File: src/rtl/gate_bist_if.sv
// Host/gate-side signal bundle of the gate BIST controller.
// The master side is the test host plus the gate under test; the slave side is the controller.
interface gate_bist_if #(
    parameter int CNT_W = 8
);
    logic             start;
    logic             abort;
    logic             gate_s;
    logic             gate_a;
    logic             gate_b;
    logic             busy;
    logic             done;
    logic             pass;
    logic [3:0]       fail_vec;
    logic [CNT_W-1:0] pass_cnt;
    logic [CNT_W-1:0] fail_cnt;

    modport master (
        output start, abort, gate_s,
        input  gate_a, gate_b, busy, done, pass, fail_vec, pass_cnt, fail_cnt
    );

    modport slave (
        input  start, abort, gate_s,
        output gate_a, gate_b, busy, done, pass, fail_vec, pass_cnt, fail_cnt
    );
endinterface

File: src/rtl/gate_bist_ctrl.sv
// Built-in self-test sequencer for one 2-input gate: walks the four input vectors,
// compares the gate output against TRUTH and keeps saturating pass/fail run counters.
module gate_bist_ctrl #(
    parameter logic [3:0] TRUTH  = 4'b1001,
    parameter int         SETTLE = 2,
    parameter int         CNT_W  = 8
) (
    input  logic        clk,
    input  logic        reset,
    gate_bist_if.slave  bus
);
    typedef enum logic [1:0] {
        ST_IDLE   = 2'd0,
        ST_SETTLE = 2'd1,
        ST_CHECK  = 2'd2,
        ST_DONE   = 2'd3
    } state_t;

    localparam logic [7:0]       SETTLE_LAST = 8'(SETTLE - 1);
    localparam logic [CNT_W-1:0] CNT_MAX     = {CNT_W{1'b1}};
    localparam logic [CNT_W-1:0] CNT_ONE     = {{(CNT_W-1){1'b0}}, 1'b1};

    state_t           state_q, state_d;
    logic [1:0]       idx_q, idx_d;
    logic [7:0]       cnt_q, cnt_d;
    logic             gate_a_q, gate_a_d;
    logic             gate_b_q, gate_b_d;
    logic             busy_q, busy_d;
    logic             done_q, done_d;
    logic             pass_q, pass_d;
    logic [3:0]       fail_vec_q, fail_vec_d;
    logic [CNT_W-1:0] pass_cnt_q, pass_cnt_d;
    logic [CNT_W-1:0] fail_cnt_q, fail_cnt_d;
    logic             mismatch_s;

    // Next-state and next-output computation; X on gate_s is scored as a mismatch.
    always_comb begin
        state_d    = state_q;
        idx_d      = idx_q;
        cnt_d      = cnt_q;
        gate_a_d   = gate_a_q;
        gate_b_d   = gate_b_q;
        pass_d     = pass_q;
        fail_vec_d = fail_vec_q;
        pass_cnt_d = pass_cnt_q;
        fail_cnt_d = fail_cnt_q;
        mismatch_s = (bus.gate_s !== TRUTH[idx_q]);

        case (state_q)
            ST_IDLE: begin
                gate_a_d = 1'b0;
                gate_b_d = 1'b0;
                if (bus.start) begin
                    state_d    = ST_SETTLE;
                    idx_d      = 2'd0;
                    cnt_d      = 8'd0;
                    fail_vec_d = 4'b0000;
                    pass_d     = 1'b0;
                end else begin
                    state_d = ST_IDLE;
                end
            end
            ST_SETTLE: begin
                if (bus.abort) begin
                    state_d  = ST_IDLE;
                    idx_d    = 2'd0;
                    cnt_d    = 8'd0;
                    gate_a_d = 1'b0;
                    gate_b_d = 1'b0;
                end else if (cnt_q == SETTLE_LAST) begin
                    state_d = ST_CHECK;
                    cnt_d   = 8'd0;
                end else begin
                    cnt_d = cnt_q + 8'd1;
                end
            end
            ST_CHECK: begin
                if (bus.abort) begin
                    state_d  = ST_IDLE;
                    idx_d    = 2'd0;
                    gate_a_d = 1'b0;
                    gate_b_d = 1'b0;
                end else begin
                    fail_vec_d[idx_q] = mismatch_s;
                    if (idx_q == 2'd3) begin
                        // Result and counters become visible together with the done pulse.
                        state_d = ST_DONE;
                        pass_d  = (fail_vec_d == 4'b0000);
                        if (fail_vec_d == 4'b0000) begin
                            if (pass_cnt_q != CNT_MAX) begin
                                pass_cnt_d = pass_cnt_q + CNT_ONE;
                            end else begin
                                pass_cnt_d = pass_cnt_q;
                            end
                        end else begin
                            if (fail_cnt_q != CNT_MAX) begin
                                fail_cnt_d = fail_cnt_q + CNT_ONE;
                            end else begin
                                fail_cnt_d = fail_cnt_q;
                            end
                        end
                    end else begin
                        state_d  = ST_SETTLE;
                        idx_d    = idx_q + 2'd1;
                        gate_a_d = idx_d[0];
                        gate_b_d = idx_d[1];
                    end
                end
            end
            ST_DONE: begin
                state_d  = ST_IDLE;
                idx_d    = 2'd0;
                gate_a_d = 1'b0;
                gate_b_d = 1'b0;
            end
            default: begin
                state_d  = ST_IDLE;
                idx_d    = 2'd0;
                cnt_d    = 8'd0;
                gate_a_d = 1'b0;
                gate_b_d = 1'b0;
            end
        endcase

        busy_d = (state_d == ST_SETTLE) || (state_d == ST_CHECK);
        done_d = (state_d == ST_DONE);
    end

    // State and registered-output flops.
    always_ff @(posedge clk or posedge reset) begin
        if (reset) begin
            state_q    <= ST_IDLE;
            idx_q      <= 2'd0;
            cnt_q      <= 8'd0;
            gate_a_q   <= 1'b0;
            gate_b_q   <= 1'b0;
            busy_q     <= 1'b0;
            done_q     <= 1'b0;
            pass_q     <= 1'b0;
            fail_vec_q <= 4'b0000;
            pass_cnt_q <= {CNT_W{1'b0}};
            fail_cnt_q <= {CNT_W{1'b0}};
        end else begin
            state_q    <= state_d;
            idx_q      <= idx_d;
            cnt_q      <= cnt_d;
            gate_a_q   <= gate_a_d;
            gate_b_q   <= gate_b_d;
            busy_q     <= busy_d;
            done_q     <= done_d;
            pass_q     <= pass_d;
            fail_vec_q <= fail_vec_d;
            pass_cnt_q <= pass_cnt_d;
            fail_cnt_q <= fail_cnt_d;
        end
    end

    assign bus.gate_a   = gate_a_q;
    assign bus.gate_b   = gate_b_q;
    assign bus.busy     = busy_q;
    assign bus.done     = done_q;
    assign bus.pass     = pass_q;
    assign bus.fail_vec = fail_vec_q;
    assign bus.pass_cnt = pass_cnt_q;
    assign bus.fail_cnt = fail_cnt_q;
endmodule

File: src/flat_wrapper.sv
// flat-port wrapper written by rule: the top's interface ports become plain ports
module gate_bist_ctrl_flat 
#(
    parameter logic [3:0] TRUTH  = 4'b1001,
    parameter int         SETTLE = 2,
    parameter int         CNT_W  = 8
)
  (clk, reset, bus_start, bus_abort, bus_gate_s, bus_gate_a, bus_gate_b, bus_busy, bus_done, bus_pass, bus_fail_vec, bus_pass_cnt, bus_fail_cnt);
  gate_bist_if #(.CNT_W(CNT_W)) bus_i ();
  input  logic clk;
  input  logic reset;
  input wire logic [$bits(bus_i.start)-1:0] bus_start;
  input wire logic [$bits(bus_i.abort)-1:0] bus_abort;
  input wire logic [$bits(bus_i.gate_s)-1:0] bus_gate_s;
  output wire logic [$bits(bus_i.gate_a)-1:0] bus_gate_a;
  output wire logic [$bits(bus_i.gate_b)-1:0] bus_gate_b;
  output wire logic [$bits(bus_i.busy)-1:0] bus_busy;
  output wire logic [$bits(bus_i.done)-1:0] bus_done;
  output wire logic [$bits(bus_i.pass)-1:0] bus_pass;
  output wire logic [$bits(bus_i.fail_vec)-1:0] bus_fail_vec;
  output wire logic [$bits(bus_i.pass_cnt)-1:0] bus_pass_cnt;
  output wire logic [$bits(bus_i.fail_cnt)-1:0] bus_fail_cnt;
  assign bus_i.start = bus_start;
  assign bus_i.abort = bus_abort;
  assign bus_i.gate_s = bus_gate_s;
  assign bus_gate_a = bus_i.gate_a;
  assign bus_gate_b = bus_i.gate_b;
  assign bus_busy = bus_i.busy;
  assign bus_done = bus_i.done;
  assign bus_pass = bus_i.pass;
  assign bus_fail_vec = bus_i.fail_vec;
  assign bus_pass_cnt = bus_i.pass_cnt;
  assign bus_fail_cnt = bus_i.fail_cnt;
  gate_bist_ctrl #(.TRUTH(TRUTH), .SETTLE(SETTLE), .CNT_W(CNT_W)) u_core (.clk(clk), .reset(reset), .bus(bus_i));
endmodule
File: config.mk
export PLATFORM = sky130hd
export DESIGN_NAME = gate_bist_ctrl_flat
export DESIGN_NICKNAME = d
export VERILOG_FILES = /design/src/rtl/gate_bist_if.sv /design/src/rtl/gate_bist_ctrl.sv /design/src/flat_wrapper.sv
export SDC_FILE = /design/constraint.sdc
export NUM_CORES = 1
export LEC_CHECK = 0
export CELL_PAD_IN_SITES_DETAIL_PLACEMENT = 0
export CELL_PAD_IN_SITES_GLOBAL_PLACEMENT = 1
export CORE_ASPECT_RATIO = 0.9
export CORE_MARGIN = 3
export CORE_UTILIZATION = 35
export CTS_BUF_LIST = sky130_fd_sc_hd__clkbuf_4
export DETAILED_ROUTE_END_ITERATION = 12
export GPL_ROUTABILITY_DRIVEN = 0
export GPL_TIMING_DRIVEN = 0
export PLACE_DENSITY_LB_ADDON = 0.1
export SKIP_CTS_REPAIR_TIMING = 1
export SLEW_MARGIN = 20
export SYNTH_ARGS = -nofsm -noshare
export SYNTH_HDL_FRONTEND = slang
export SYNTH_SLANG_ARGS = --single-unit
export TNS_END_PERCENT = 10
File: constraint.sdc
create_clock -name clk -period 5.9 [get_ports clk]
set_input_delay 1.18 -clock clk [delete_from_list [all_inputs] [get_ports clk]]
set_output_delay 1.18 -clock clk [all_outputs]
set_load 0.1 [all_outputs]
# == Word-level counts from Yosys, hierarchy flattened ==
# Index checks and enable logic that the tools add are counted.
# classes
addsub,4
n_lt_le_gt_ge,2
n_eq_ne,16
muxes,34
bitwise,2
n_reduce_logical,14
# ops
operator,count
"adder 8 x 1 -> 8 bit, second input constant",3
two-way mux 8 bit,3
two-way mux 2 bit,8
"!= test 8 bit, second input constant",2
case mux 2 bit (4 select lines),2
case mux 8 bit (2 select lines),1
two-way mux 1 bit,11
"equality test 2 bit, second input constant",5
AND reduction 5 bit,2
"equality test 8 x 1 -> 1 bit, second input constant",1
two-way mux 4 bit,2
case mux 4 bit (2 select lines),1
"!= test 2 bit, second input constant",3
case mux 1 bit (3 select lines),2
AND reduction 3 bit,2
bitwise mux 4 bit,1
"equality test 2 x 1 -> 1 bit, second input constant",2
zero test 4 bit,1
AND reduction 2 bit,2
AND reduction 4 bit,1
nonzero test 2 bit,2
"< comparator 2 x 3 -> 1 bit, second input constant",1
"!= test 3 bit, second input constant",1
"adder 2 x 1 -> 2 bit, second input constant",1
11 further kinds,12
# totals
ff_bits,37
input_bits,5

# == Logic depth before layout (Yosys ltp) ==
# logic_depth
word_depth,9
mapped_depth,8
ltp_nobuf,7

# == Least setup slack after synthesis ==
# Ideal clock, no wire load.
# synth_timing
path_type,flip-flop to flip-flop
start,"register u_core.fail_vec_q[2], in the netlist u_core.bus.fail_vec[2]"
end,"register u_core.pass_cnt_q[1], in the netlist u_core.bus.pass_cnt[1]"
t_arrival_ps,2374
required_ps,5772
setup_slack_ps,3398
path_stages_with_launch,7
n_path_buf,1
synth_period_minus_slack_ps,2502
path_cell_list,dfrtp_1 nor2b_1 a2111o_1 or3_1 buf_6 nor2_1 mux2_1
# synth_via
elab_chain_len,3
# synth_rtl
element,line_no,rtl
"start, declared",gate_bist_ctrl.sv:31,"logic [3:0] fail_vec_q, fail_vec_d;"
"start signal, assigned",gate_bist_ctrl.sv:152,fail_vec_q <= fail_vec_d;
bitwise mux 4 bit,gate_bist_ctrl.sv:84,fail_vec_d[idx_q] = mismatch_s;
zero test 4 bit,gate_bist_ctrl.sv:89,if (fail_vec_d == 4'b0000) begin
AND reduction 5 bit (no source line),n/a,
"end signal, assigned",gate_bist_ctrl.sv:141,pass_cnt_q <= {CNT_W{1'b0}};
"end signal, assigned",gate_bist_ctrl.sv:153,pass_cnt_q <= pass_cnt_d;
"end, declared",gate_bist_ctrl.sv:32,"logic [CNT_W-1:0] pass_cnt_q, pass_cnt_d;"
# No other way between the ends.
# A chain may end at the register's enable or synchronous reset.

# == Worst setup path in the final report ==
# layout_timing
start,"register u_core.pass_cnt_q[2], in the netlist u_core.bus.pass_cnt[2]"
end,output bus_pass_cnt[2]
# layout_rtl
element,line_no,rtl
"end, declared",flat_wrapper.sv:21,output wire logic [$bits(bus_i.pass_cnt)-1:0] bus_pass_cnt;
# No word-level cell between the ends.

==> metrics.md <==
| Metric | Value |
|---|---|
| Max-Cap Viols | `0` |
| Antenna diodes | `0` |
| WL met2 | `1700 um` |
| Max-slew headroom | `34.9%` |
| Synth Area in Compound Gates | `9.41%` |
| Synthesized area | `1890 um^2` |
| Worst Path Max Fanout | `6` |
| Clk buf depth | `2` |
| CTS buffer count | `5` |
| Layout cell share with drive strength beyond 1 | `8.07%` |
| Final hold viol count | `0` |
| Router iterations before antenna repair | `4` |
| I/O pin cnt | `30` |
| Die area | `6310 um^2` |
| Maximum VDD drop | `254 uV` |
| Grt total ovfl | `0` |
| Top cell type by total area after synthesis | `dfrtp_1` |
| # clock sinks | `37` |
| Top FF cell, synth | `dfrtp_1` |
| Unique masters post-synth | `35` |
| Iter 0 DRT Violations | `35` |
| YS warnings | `0` |
| WL final | `3820 um` |
| Drt wl/cell | `13.3 um` |
| Clock slew at reported path FFs | `0.12 ns` |
| Nets | `236` |
| Syn_area_per_cell | `10.2 um^2` |
| Simple-Gate Fraction of Synth Area | `20.5%` |
| Largest net degree at the start of global routing | `27` |
| Via count | `1,438` |
| Vias per cell | `4.99` |
| Int Power | `0.363 mW` |
| Die Width | `83.4 um` |
| Worst skew pair latency | `0.35 ns` |
| Slew Limit Fails | `0` |
| Initial antenna violation count | `0` |
| Comb power frac | `27.9%` |
| Setup tns final | `0 ns` |
| Final worst-path cycle share | `53.6%` |
| Crit end category | `primary output` |
| Buf/Inv on CP | `1` |
| CP arrival | `1.98 ns` |
| First-pass GRT wire length | `6540 um` |
| Final antenna-violating net count | `0` |
| Sequential cell area | `926 um^2` |
| # rows | `24` |
| Startpoint types | `flip-flop` |
| Vias in the first global route | `1,393` |
| Critical-path top delay cell | `clkdlybuf4s50_1` |
| Critical path, cell by cell | `clkdlybuf4s50_1` |
| Crit path kind | `reg -> out` |
| Worst path top cell family by delay | `buffers and inverters` |
| Slowest stage delay, CP | `1.17 ns` |
| Switching Power | `0.222 mW` |
| Post-Synth XOR/XNOR Area | `9.74%` |
| M1 wire length | `1890 um` |
| Clk_skew | `0.0101 ns` |
| Syn_nets | `199` |
| Outcome | `finished clean` |
| Pwr Density | `250 nW/um^2` |
| RSZ-0062 raised after global routing | `false` |
| Total Power | `0.585 mW` |
| Most common cell in the synthesized netlist | `dfrtp_1` |
| DR WL met3 | `173 um` |
| Switching share of power | `37.9%` |
| Post-synthesis mux area share | `1.72%` |
| Total track usage | `13.1%` |
| F_max | `316 MHz` |
| Root Buffer | `clkbuf_4` |
| Setup Viol. Count Final | `0` |
| Largest family of logic cells by synthesized area | `simple AND/OR/NAND/NOR gates` |
| Die Ht | `75.7 um` |
| Leak pwr | `1.07 nW` |
| Synthesized flop and latch total | `37` |
| Fillers | `494` |
| Seq/Total Area, Yosys | `49.0%` |
| Required time of the critical path | `4.72 ns` |
| Area share of the largest cell type after synthesis | `49.0%` |
| Htree depth | `2` |
| Cell count after synthesis | `185` |
| Syn-to-layout area delta | `23.7%` |
| CORE AREA | `5010 um^2` |
| Synth area leaders | `dfrtp_1, xor2_1, ha_1` |
| Top sig layer | `met4` |
| Clock share of power | `23.3%` |
| Synth Area in Adders | `5.96%` |
| Reg2Reg Setup Slack | `3.49 ns` |
| Worst slew pin tran | `0.973 ns` |
| Asr flop ratio synth | `100%` |
| Initial Util | `37.6%` |
| DR DRC count | `0` |
| Worst Hold Class | `reg -> reg` |
| CTS tree | `yes` |
| Post-synth EDFFs | `0` |
| Tmin final | `3.16 ns` |
| PortBufs | `29` |
| Area occupied by multi-input gates | `893 um^2` |
| Seq pwr share | `48.8%` |
| Commonest cells post-synth | `dfrtp_1, nor2_1, xor2_1` |
| Final HPWL DP | `2850 um` |
-- logic make-up after synthesis --
logic type	Yosys count
AOI/OAI and AO/OA	26
xor gates and xnor gates	21
adders and majority gates	9
buffers and inverters	13
DFF	37
muxes	3
and+or+nand+nor	76
-- state kept, by name, indices dropped and copies added, names as in the netlist --
name                 flops
u_core.bus.fail_cnt      8
u_core.bus.pass_cnt      8
u_core.cnt_q             8
u_core.bus.fail_vec      4
u_core.idx_q             2
u_core.state_q           2
u_core.bus.busy          1
u_core.bus.done          1
u_core.bus.gate_a        1
u_core.bus.gate_b        1
u_core.bus.pass          1
-- metal layers --
metal / track usage [%] / vias to the layer above
met5: 0 / -
met1: 17.0 / 680
met2: 21.0 / 28
li1: - / 722
met3: 3.68 / 8
met4: 5.36 / 0
-- layout by cell type (no fill, tap or decap), types with 2 or more instances in the layout --
cell	instances
nor4b_1	2
nor2_1	21
inv_1	7
nand2_1	14
clkdlybuf4s50_1	29
ha_1	9
nor4_1	6
a32oi_1	2
clkinv_2	2
nor3_1	8
xnor2_1	5
xor2_1	16
buf_6	2
a21oi_1	5
nor2b_1	6
a22o_1	4
clkbuf_4	5
inv_2	2
or3_1	2
nand3_1	11
o21ai_0	9
dfrtp_1	37
a2111o_1	2
-- area by class of cell --
class / instances / area share, %
clock inverter: 3 / 0.750
tap: 65 / 3.48
inverter: 9 / 1.45
clock buffer: 5 / 1.61
timing repair buffer: 30 / 13.3
buffer: 4 / 1.50
sequential: 37 / 39.7
multi-input combinational: 135 / 38.3
-- power by group through the flow --
stage,Clock [mW],Sequential (mW),Combinational [mW]
finish,0.136,0.285,0.163
global route,0.152,0.289,0.183
CTS,0.142,0.285,0.166
detailed placement,0,0.290,0.165
global placement,0,0.289,0.162
floorplan,0,0.330,0.0822
-- final timing paths --
kind                                                          from  depth (start not counted)                                 end
min in group asynchronous                                    reset                          2  u_core.bus.fail_vec[2]$_DFFE_PP0P_
worst min-delay path            u_core.bus.fail_cnt[7]$_DFFE_PP0P_                          1  u_core.bus.fail_cnt[7]$_DFFE_PP0P_
max in group asynchronous                                    reset                          3         u_core.cnt_q[2]$_DFFE_PP0P_
worst min register to register  u_core.bus.fail_cnt[7]$_DFFE_PP0P_                          1  u_core.bus.fail_cnt[7]$_DFFE_PP0P_
worst max register to register         u_core.idx_q[0]$_DFFE_PP0P_                          8  u_core.bus.pass_cnt[1]$_DFFE_PP0P_
worst max-delay path            u_core.bus.pass_cnt[2]$_DFFE_PP0P_                          1                     bus_pass_cnt[2]
-- stage by stage --
step	cell area (um^2)	hold WS, ns	util (%)	setup slack (ns)	std cells
6_report	2330	0.497	46.6	2.74	288
4_1_cts	2330	0.503	46.6	2.71	288
2_1_floorplan	1890	0.490	-	3.40	185
5_1_grt	2330	0.518	46.6	2.68	288
3_3_place_gp	2260	0.471	45.1	2.70	279
3_5_place_dp	2280	0.485	45.5	2.66	280
(Power assumes the default switching activity.)
